[src/rtl/complex_div.sv]
// rtl/complex_div.sv - sequential complex divider z = a / b with shared multiplier and bit-serial dividers
module complex_div #(
  parameter int W     = 8,
  parameter int FRAC  = 8,
  parameter int OUT_W = 16
) (
  input  logic             clk,
  input  logic             rst,
  input  logic [W-1:0]     a_real,
  input  logic [W-1:0]     a_imag,
  input  logic [W-1:0]     b_real,
  input  logic [W-1:0]     b_imag,
  input  logic             in_valid,
  output logic             in_ready,
  output logic [OUT_W-1:0] z_real,
  output logic [OUT_W-1:0] z_imag,
  output logic             div_by_zero,
  output logic             out_valid,
  input  logic             out_ready
);

  localparam int AW = 2*W + 1;          // accumulator width
  localparam int RW = AW + 1;           // shifted partial remainder width
  localparam int DW = 2*W + FRAC;       // dividend / quotient width
  localparam int CW = $clog2(DW + 1);
  localparam logic [DW-1:0] MAG_POS = DW'(2**(OUT_W-1) - 1);
  localparam logic [DW-1:0] MAG_NEG = DW'(2**(OUT_W-1));

  typedef enum logic [1:0] {IDLE, MUL, DIV, DONE} state_t;
  state_t state, state_nx;

  logic signed [W-1:0]  ar, ai, br, bi;
  logic [2:0]           mul_cnt;
  logic [CW-1:0]        div_cnt;
  logic signed [AW-1:0] nre, nim;
  logic [AW-1:0]        den;
  logic [DW-1:0]        dvd_re, dvd_im, q_re, q_im;
  logic [AW-1:0]        rem_re, rem_im;
  logic                 neg_re, neg_im, dz;

  logic signed [W-1:0]   mx, my;
  logic signed [2*W-1:0] prod;
  logic signed [AW-1:0]  prod_ext;
  logic [AW-1:0]         abs_re, abs_im;
  logic [RW-1:0]         rem_sh_re, rem_sh_im;
  logic                  fit_re, fit_im;

  assign in_ready = (state == IDLE);

  // Magnitude-to-signed conversion with saturation; the magnitude quotient
  // already truncates toward zero, so negation keeps that rounding.
  function automatic logic [OUT_W-1:0] sat(input logic [DW-1:0] q, input logic neg);
    if (!neg) sat = (q > MAG_POS) ? MAG_POS[OUT_W-1:0] : q[OUT_W-1:0];
    else      sat = (q > MAG_NEG) ? MAG_NEG[OUT_W-1:0] : OUT_W'(-q[OUT_W-1:0]);
  endfunction

  // State register.
  always_ff @(posedge clk) begin
    if (rst) state <= IDLE;
    else     state <= state_nx;
  end

  // Next-state logic.
  always_comb begin
    state_nx = state;
    case (state)
      IDLE: if (in_valid) state_nx = MUL;
      MUL:  if (mul_cnt == 3'd5) state_nx = DIV;
      DIV:  if ((div_cnt == '0 && den == '0) || div_cnt == CW'(DW)) state_nx = DONE;
      DONE: if (out_valid && out_ready) state_nx = IDLE;
      default: state_nx = IDLE;
    endcase
  end

  // Shared multiplier operand selection in fixed product order.
  always_comb begin
    mx = '0;
    my = '0;
    case (mul_cnt)
      3'd0: begin mx = ar; my = br; end
      3'd1: begin mx = ai; my = bi; end
      3'd2: begin mx = ai; my = br; end
      3'd3: begin mx = ar; my = bi; end
      3'd4: begin mx = br; my = br; end
      3'd5: begin mx = bi; my = bi; end
      default: begin mx = '0; my = '0; end
    endcase
    prod     = mx * my;
    prod_ext = {prod[2*W-1], prod};
    abs_re   = nre[AW-1] ? AW'(-nre) : nre;
    abs_im   = nim[AW-1] ? AW'(-nim) : nim;
  end

  // One restoring-division step for each quotient component.
  always_comb begin
    rem_sh_re = {rem_re, dvd_re[DW-1]};
    rem_sh_im = {rem_im, dvd_im[DW-1]};
    fit_re    = rem_sh_re >= {1'b0, den};
    fit_im    = rem_sh_im >= {1'b0, den};
  end

  // Datapath: capture, multiply-accumulate, divide, and result registers.
  always_ff @(posedge clk) begin
    if (rst) begin
      ar <= '0; ai <= '0; br <= '0; bi <= '0;
      mul_cnt <= '0; div_cnt <= '0;
      nre <= '0; nim <= '0; den <= '0;
      dvd_re <= '0; dvd_im <= '0; q_re <= '0; q_im <= '0;
      rem_re <= '0; rem_im <= '0;
      neg_re <= 1'b0; neg_im <= 1'b0; dz <= 1'b0;
      z_real <= '0; z_imag <= '0; div_by_zero <= 1'b0; out_valid <= 1'b0;
    end else begin
      case (state)
        IDLE: begin
          if (in_valid) begin
            ar <= a_real; ai <= a_imag; br <= b_real; bi <= b_imag;
            mul_cnt <= '0;
            div_cnt <= '0;
          end
        end
        MUL: begin
          case (mul_cnt)
            3'd0: nre <= prod_ext;
            3'd1: nre <= nre + prod_ext;
            3'd2: nim <= prod_ext;
            3'd3: nim <= nim - prod_ext;
            3'd4: den <= prod_ext;
            default: den <= den + prod_ext;
          endcase
          mul_cnt <= mul_cnt + 3'd1;
        end
        DIV: begin
          if (div_cnt == '0) begin
            dz     <= (den == '0);
            neg_re <= nre[AW-1];
            neg_im <= nim[AW-1];
            dvd_re <= DW'({abs_re, {FRAC{1'b0}}});
            dvd_im <= DW'({abs_im, {FRAC{1'b0}}});
            rem_re <= '0;
            rem_im <= '0;
            q_re   <= '0;
            q_im   <= '0;
          end else begin
            rem_re <= fit_re ? AW'(rem_sh_re - {1'b0, den}) : rem_sh_re[AW-1:0];
            rem_im <= fit_im ? AW'(rem_sh_im - {1'b0, den}) : rem_sh_im[AW-1:0];
            q_re   <= {q_re[DW-2:0], fit_re};
            q_im   <= {q_im[DW-2:0], fit_im};
            dvd_re <= dvd_re << 1;
            dvd_im <= dvd_im << 1;
          end
          div_cnt <= div_cnt + CW'(1);
        end
        DONE: begin
          // First DONE cycle publishes the result; afterwards hold until taken.
          if (!out_valid) begin
            z_real      <= dz ? '0 : sat(q_re, neg_re);
            z_imag      <= dz ? '0 : sat(q_im, neg_im);
            div_by_zero <= dz;
            out_valid   <= 1'b1;
          end else if (out_ready) begin
            out_valid <= 1'b0;
          end
        end
        default: ;
      endcase
    end
  end

endmodule

[config.mk]
export PLATFORM = sky130hd
export DESIGN_NAME = complex_div
export DESIGN_NICKNAME = d
export VERILOG_FILES = /design/src/rtl/complex_div.sv
export SDC_FILE = /design/constraint.sdc
export NUM_CORES = 1
export LEC_CHECK = 0
export ABC_AREA = 1
export BUFFER_PORTS_ARGS = -buffer_cell sky130_fd_sc_hd__buf_2
export CORE_MARGIN = 10
export CORE_UTILIZATION = 34
export DETAILED_ROUTE_END_ITERATION = 16
export GPL_ROUTABILITY_DRIVEN = 0
export PLACE_DENSITY = 0.53
export REMOVE_ABC_BUFFERS = 1
export SKIP_LAST_GASP = 1
export SYNTH_ARGS = -nofsm -noshare
export SYNTH_HDL_FRONTEND = slang
export SYNTH_SLANG_ARGS = --single-unit
[constraint.sdc]
create_clock -name clk -period 19.05 [get_ports clk]
set_input_delay 0.9525 -clock clk [delete_from_list [all_inputs] [get_ports clk]]
set_output_delay 0.9525 -clock clk [all_outputs]
set_load 0.01 [all_outputs]
==> results.toml <==
[worst_setup_path]
worstSetupPathDepth = 36
timing.critical_path.from = "mul_cnt[2]$_SDFFE_PP0P_"
worst-setup-path-type = "reg -> reg"
crit_top_cell = "sky130_fd_sc_hd__nand2_1"
end_kind = "register"
timing.reg2reg.setup_slack_ns = 10.67
worst_path_largest_cell_delay_ns = 0.63
r2r_end = "nim[15]$_SDFFE_PP0P_"
worst-endpoint-required_ns = 19.47
cp.buffers_inverters = 6
crit_fanout = 22
startpoint_class = "register"
rr_startpoint = "mul_cnt[2]$_SDFFE_PP0P_"
worst-endpoint-arrival_ns = 8.80
slowest_stage = "sky130_fd_sc_hd__inv_1"
number_of_cells_on_the_worst_reg_to_reg_path = 36
cpLargestDelayFamily = "adder cells"
cp-endpoint = "nim[15]$_SDFFE_PP0P_"

[hold_path]
worstHoldPathType = "reg -> reg"
min_path_cells = 2

[clocking]
cts_resized = 0
tritoncts_num_sinks = 244
cts-root-buf = "sky130_fd_sc_hd__clkbuf_16"
cts_inserted_buffers = 29
htreeDepth = 1
clk_pin_slew_ns = 0.07
holdBufCountCts = 0
worstSkewPairLatency_ns = 0.58
clockBufferDepth = 3
cts_setup_buffers = 0
tritoncts_clock_tree = "yes"

[run_status]
run_status = "finished clean"

[die]
num_rows = 84
starting_density_of_the_core = 0.3429
design.die.area_sq_um = 62480
floorplan.die.width_microns = 250.0
io_pins = 71
die_h_microns = 250.0
core_outline_area_sq_um = 52450

[synth]
synth_async_sr_flop_share = 0
synth_sequential_area_ratio = 0.2717
synth_mux_area_frac = 0.0005567
complex_gate_fraction_of_the_synthesized_area = 0.2022
post_synth.cell_area_avg_sq_um = 6.873
syn_area_sq_um = 17980
synth_top_area_frac = 0.2717
synth.top_cells.by_area = "sky130_fd_sc_hd__dfxtp_1, sky130_fd_sc_hd__nand2_1, sky130_fd_sc_hd__a21oi_1, sky130_fd_sc_hd__ha_1, sky130_fd_sc_hd__fa_1"
ys.flop_type = "sky130_fd_sc_hd__dfxtp_1"
synth_xor_xnor_area_share = 0.03653
synth_top_cell_by_area = "sky130_fd_sc_hd__dfxtp_1"
yosys.area_share.simple = 0.2460
main_combinational_cell_family_by_area_after_synthesis = "simple AND/OR/NAND/NOR gates"
yosys_warnings = 0
synth_cell_type_count = 58
synth-edff-count = 0
postSynthCellCount = 2616
synth.ff_latch_count = 244
synth-adder-area-share = 0.1535

[power_and_ir_drop]
total_power_mw = 2.836
power.share.clock = 0.212
worst_ir_drop_vdd_v = 0.00006627
leakagePower_nw = 8.810
netSwitchingFraction = 0.4852
cellPowerDensity_nw_per_um2 = 142.1
power.net_switching_mw = 1.376
seq_power_share = 0.218
fraction_of_power_consumed_by_combinational_cells = 0.570
cell_internal_power_dissipation_mw = 1.460

[global_routing]
first_global_vias = 16010
maximum_number_of_pins_on_one_net_before_global_route_repair = 97
wire_length_of_the_first_global_routing_pass_mm = 81.92
overflow = 0
globalRouteTotalUtil = 0.1530
grt_antenna_before_repair = 0

[finish]
drive_above_1_share = 0.07016
post-route-util = 0.3804
most-common-layout-cells = "sky130_fd_sc_hd__nand2_1, sky130_fd_sc_hd__a21oi_1, sky130_fd_sc_hd__inv_1, sky130_fd_sc_hd__dfxtp_1, sky130_fd_sc_hd__nor2_1"
syn_to_final_growth_pct = 10.96
design.final.nets = 2848
n_antenna_cell = 0
mostFrequentLayoutCell = "sky130_fd_sc_hd__nand2_1"

[sta]
finClkSkew_ns = 0.02082
grt_setup_unrepaired = "no"
final.setup.tns_ns = 0
fmax_mhz = 119.3
final_critical_path_share_of_the_clock_period = 0.4401
max_slew_violation_count = 0
worst-slew-pin-transition_ns = 1.155
post-route-min-period_ns = 8.383
timing_hold_violations_final = 0
slew-limit-headroom = 0.2276
finalSetupViolCount = 0

[routing]
number_of_drc_markers_after_the_initial_detailed_route_iteration = 1056
drc = 0
drt_pass1_iterations = 5
vias = 16960
wl_per_cell_microns = 14.89
drtAntennaViolNets = 0
via_to_cell_ratio = 5.078
route.final.wire_length_mm = 49.72

[placed_design]
place.port_buffers = 70
post-dp-hpwl_mm = 37.25

[flow_run]
cap_viol_max_count = 0
metal layers:
metal  GRT usage  vias to the layer above  wire (microns)
met5           0                        -               0
met1      0.2035                     7843           24080
met4     0.04441                        0            1346
li1            -                     8736               -
met3     0.02259                       71            1941
met2      0.2516                      307           22350
tightest hold or removal path, cell delays in order (launching register included):
cell and delay, ns:
sky130_fd_sc_hd__dfxtp_1 0.31, sky130_fd_sc_hd__nand2_1 0.06, sky130_fd_sc_hd__a21oi_1 0.05
area by class of cell:
class	count	area, sq um
flip-flops and latches	244	4885
clock buffers	36	802.0
repair buffers	82	446.7
fillers	5523	32490
inverters	322	1217
multi-input cells	1949	11500
well taps	688	860.8
clock inverters	18	236.5
synthesized netlist by cell type (2+ instances only):
| library cell | number |
|---|---|
| sky130_fd_sc_hd__a211oi_1 | 5 |
| sky130_fd_sc_hd__a21boi_0 | 5 |
| sky130_fd_sc_hd__a21o_1 | 9 |
| sky130_fd_sc_hd__a21oi_1 | 319 |
| sky130_fd_sc_hd__a221o_1 | 8 |
| sky130_fd_sc_hd__a221oi_1 | 5 |
| sky130_fd_sc_hd__a2bb2oi_1 | 4 |
| sky130_fd_sc_hd__a31oi_1 | 34 |
| sky130_fd_sc_hd__buf_1 | 5 |
| sky130_fd_sc_hd__buf_2 | 9 |
| sky130_fd_sc_hd__clkbuf_1 | 86 |
| sky130_fd_sc_hd__clkinv_1 | 4 |
| sky130_fd_sc_hd__dfxtp_1 | 244 |
| sky130_fd_sc_hd__fa_1 | 61 |
| sky130_fd_sc_hd__ha_1 | 123 |
| sky130_fd_sc_hd__inv_1 | 310 |
| sky130_fd_sc_hd__inv_2 | 6 |
| sky130_fd_sc_hd__nand2_1 | 578 |
| sky130_fd_sc_hd__nand2_2 | 7 |
| sky130_fd_sc_hd__nand2_4 | 2 |
| sky130_fd_sc_hd__nand3_1 | 162 |
| sky130_fd_sc_hd__nand3_4 | 2 |
| sky130_fd_sc_hd__nand3b_1 | 10 |
| sky130_fd_sc_hd__nand4_1 | 23 |
| sky130_fd_sc_hd__nor2_1 | 190 |
| sky130_fd_sc_hd__nor2_2 | 4 |
| sky130_fd_sc_hd__nor3_1 | 24 |
| sky130_fd_sc_hd__nor3_4 | 3 |
| sky130_fd_sc_hd__nor3b_1 | 2 |
| sky130_fd_sc_hd__nor4_1 | 10 |
| sky130_fd_sc_hd__o211ai_1 | 22 |
| sky130_fd_sc_hd__o21a_1 | 3 |
| sky130_fd_sc_hd__o21ai_0 | 173 |
| sky130_fd_sc_hd__o21ai_1 | 7 |
| sky130_fd_sc_hd__o21ai_2 | 5 |
| sky130_fd_sc_hd__o21bai_1 | 14 |
| sky130_fd_sc_hd__o221ai_1 | 3 |
| sky130_fd_sc_hd__o22ai_1 | 27 |
| sky130_fd_sc_hd__o31ai_1 | 7 |
| sky130_fd_sc_hd__or2_2 | 10 |
| sky130_fd_sc_hd__xnor2_1 | 23 |
| sky130_fd_sc_hd__xor2_1 | 52 |
logic make-up after synthesis:
group,count (synthesis)
DFF,244
and+or+nand+nor,1035
buffers and inverters,423
adders and majority gates,184
AOI/OAI and AO/OA,654
xor gates and xnor gates,75
muxes,1
through the flow:
step | instance area (sq um) | std cells | setup slack (ns) | hold slack, ns
global placement | 18910 | 3285 | 10.91 | 0.4509
detailed placement | 18910 | 3285 | 10.73 | 0.4519
floorplan | 17590 | 2515 | 11.77 | 0.4389
finish | 19950 | 3339 | 10.67 | 0.4605
CTS | 19950 | 3339 | 10.72 | 0.4617
global route | 19950 | 3339 | 9.982 | 0.4843
power groups by stage:
stage	combinational [mW]	clock [mW]	sequential (mW)
floorplan	1.21	0	0.610
global placement	1.59	0	0.627
detailed placement	1.61	0	0.627
CTS	1.62	0.619	0.616
global route	1.84	0.640	0.624
finish	1.62	0.601	0.617
sequential cells by signal, summed over array words and instances (netlist names), 16 cells and up:
register	cells
nim	17
dvd_im	16
nre	17
rem_re	17
den	17
q_im	24
z_real	16
q_re	24
dvd_re	16
z_imag	16
rem_im	17
worst min-delay path by stage:
stage	start	endpoint
2_1_floorplan	q_im[23]$_SDFFE_PP0P_	q_im[23]$_SDFFE_PP0P_
3_3_place_gp	z_imag[0]$_SDFFE_PP0P_	z_imag[0]$_SDFFE_PP0P_
3_5_place_dp	z_imag[0]$_SDFFE_PP0P_	z_imag[0]$_SDFFE_PP0P_
4_1_cts	z_imag[0]$_SDFFE_PP0P_	z_imag[0]$_SDFFE_PP0P_
5_1_grt	z_imag[6]$_SDFFE_PP0P_	z_imag[6]$_SDFFE_PP0P_
6_report	z_imag[0]$_SDFFE_PP0P_	z_imag[0]$_SDFFE_PP0P_
(Power assumes the default switching activity.)
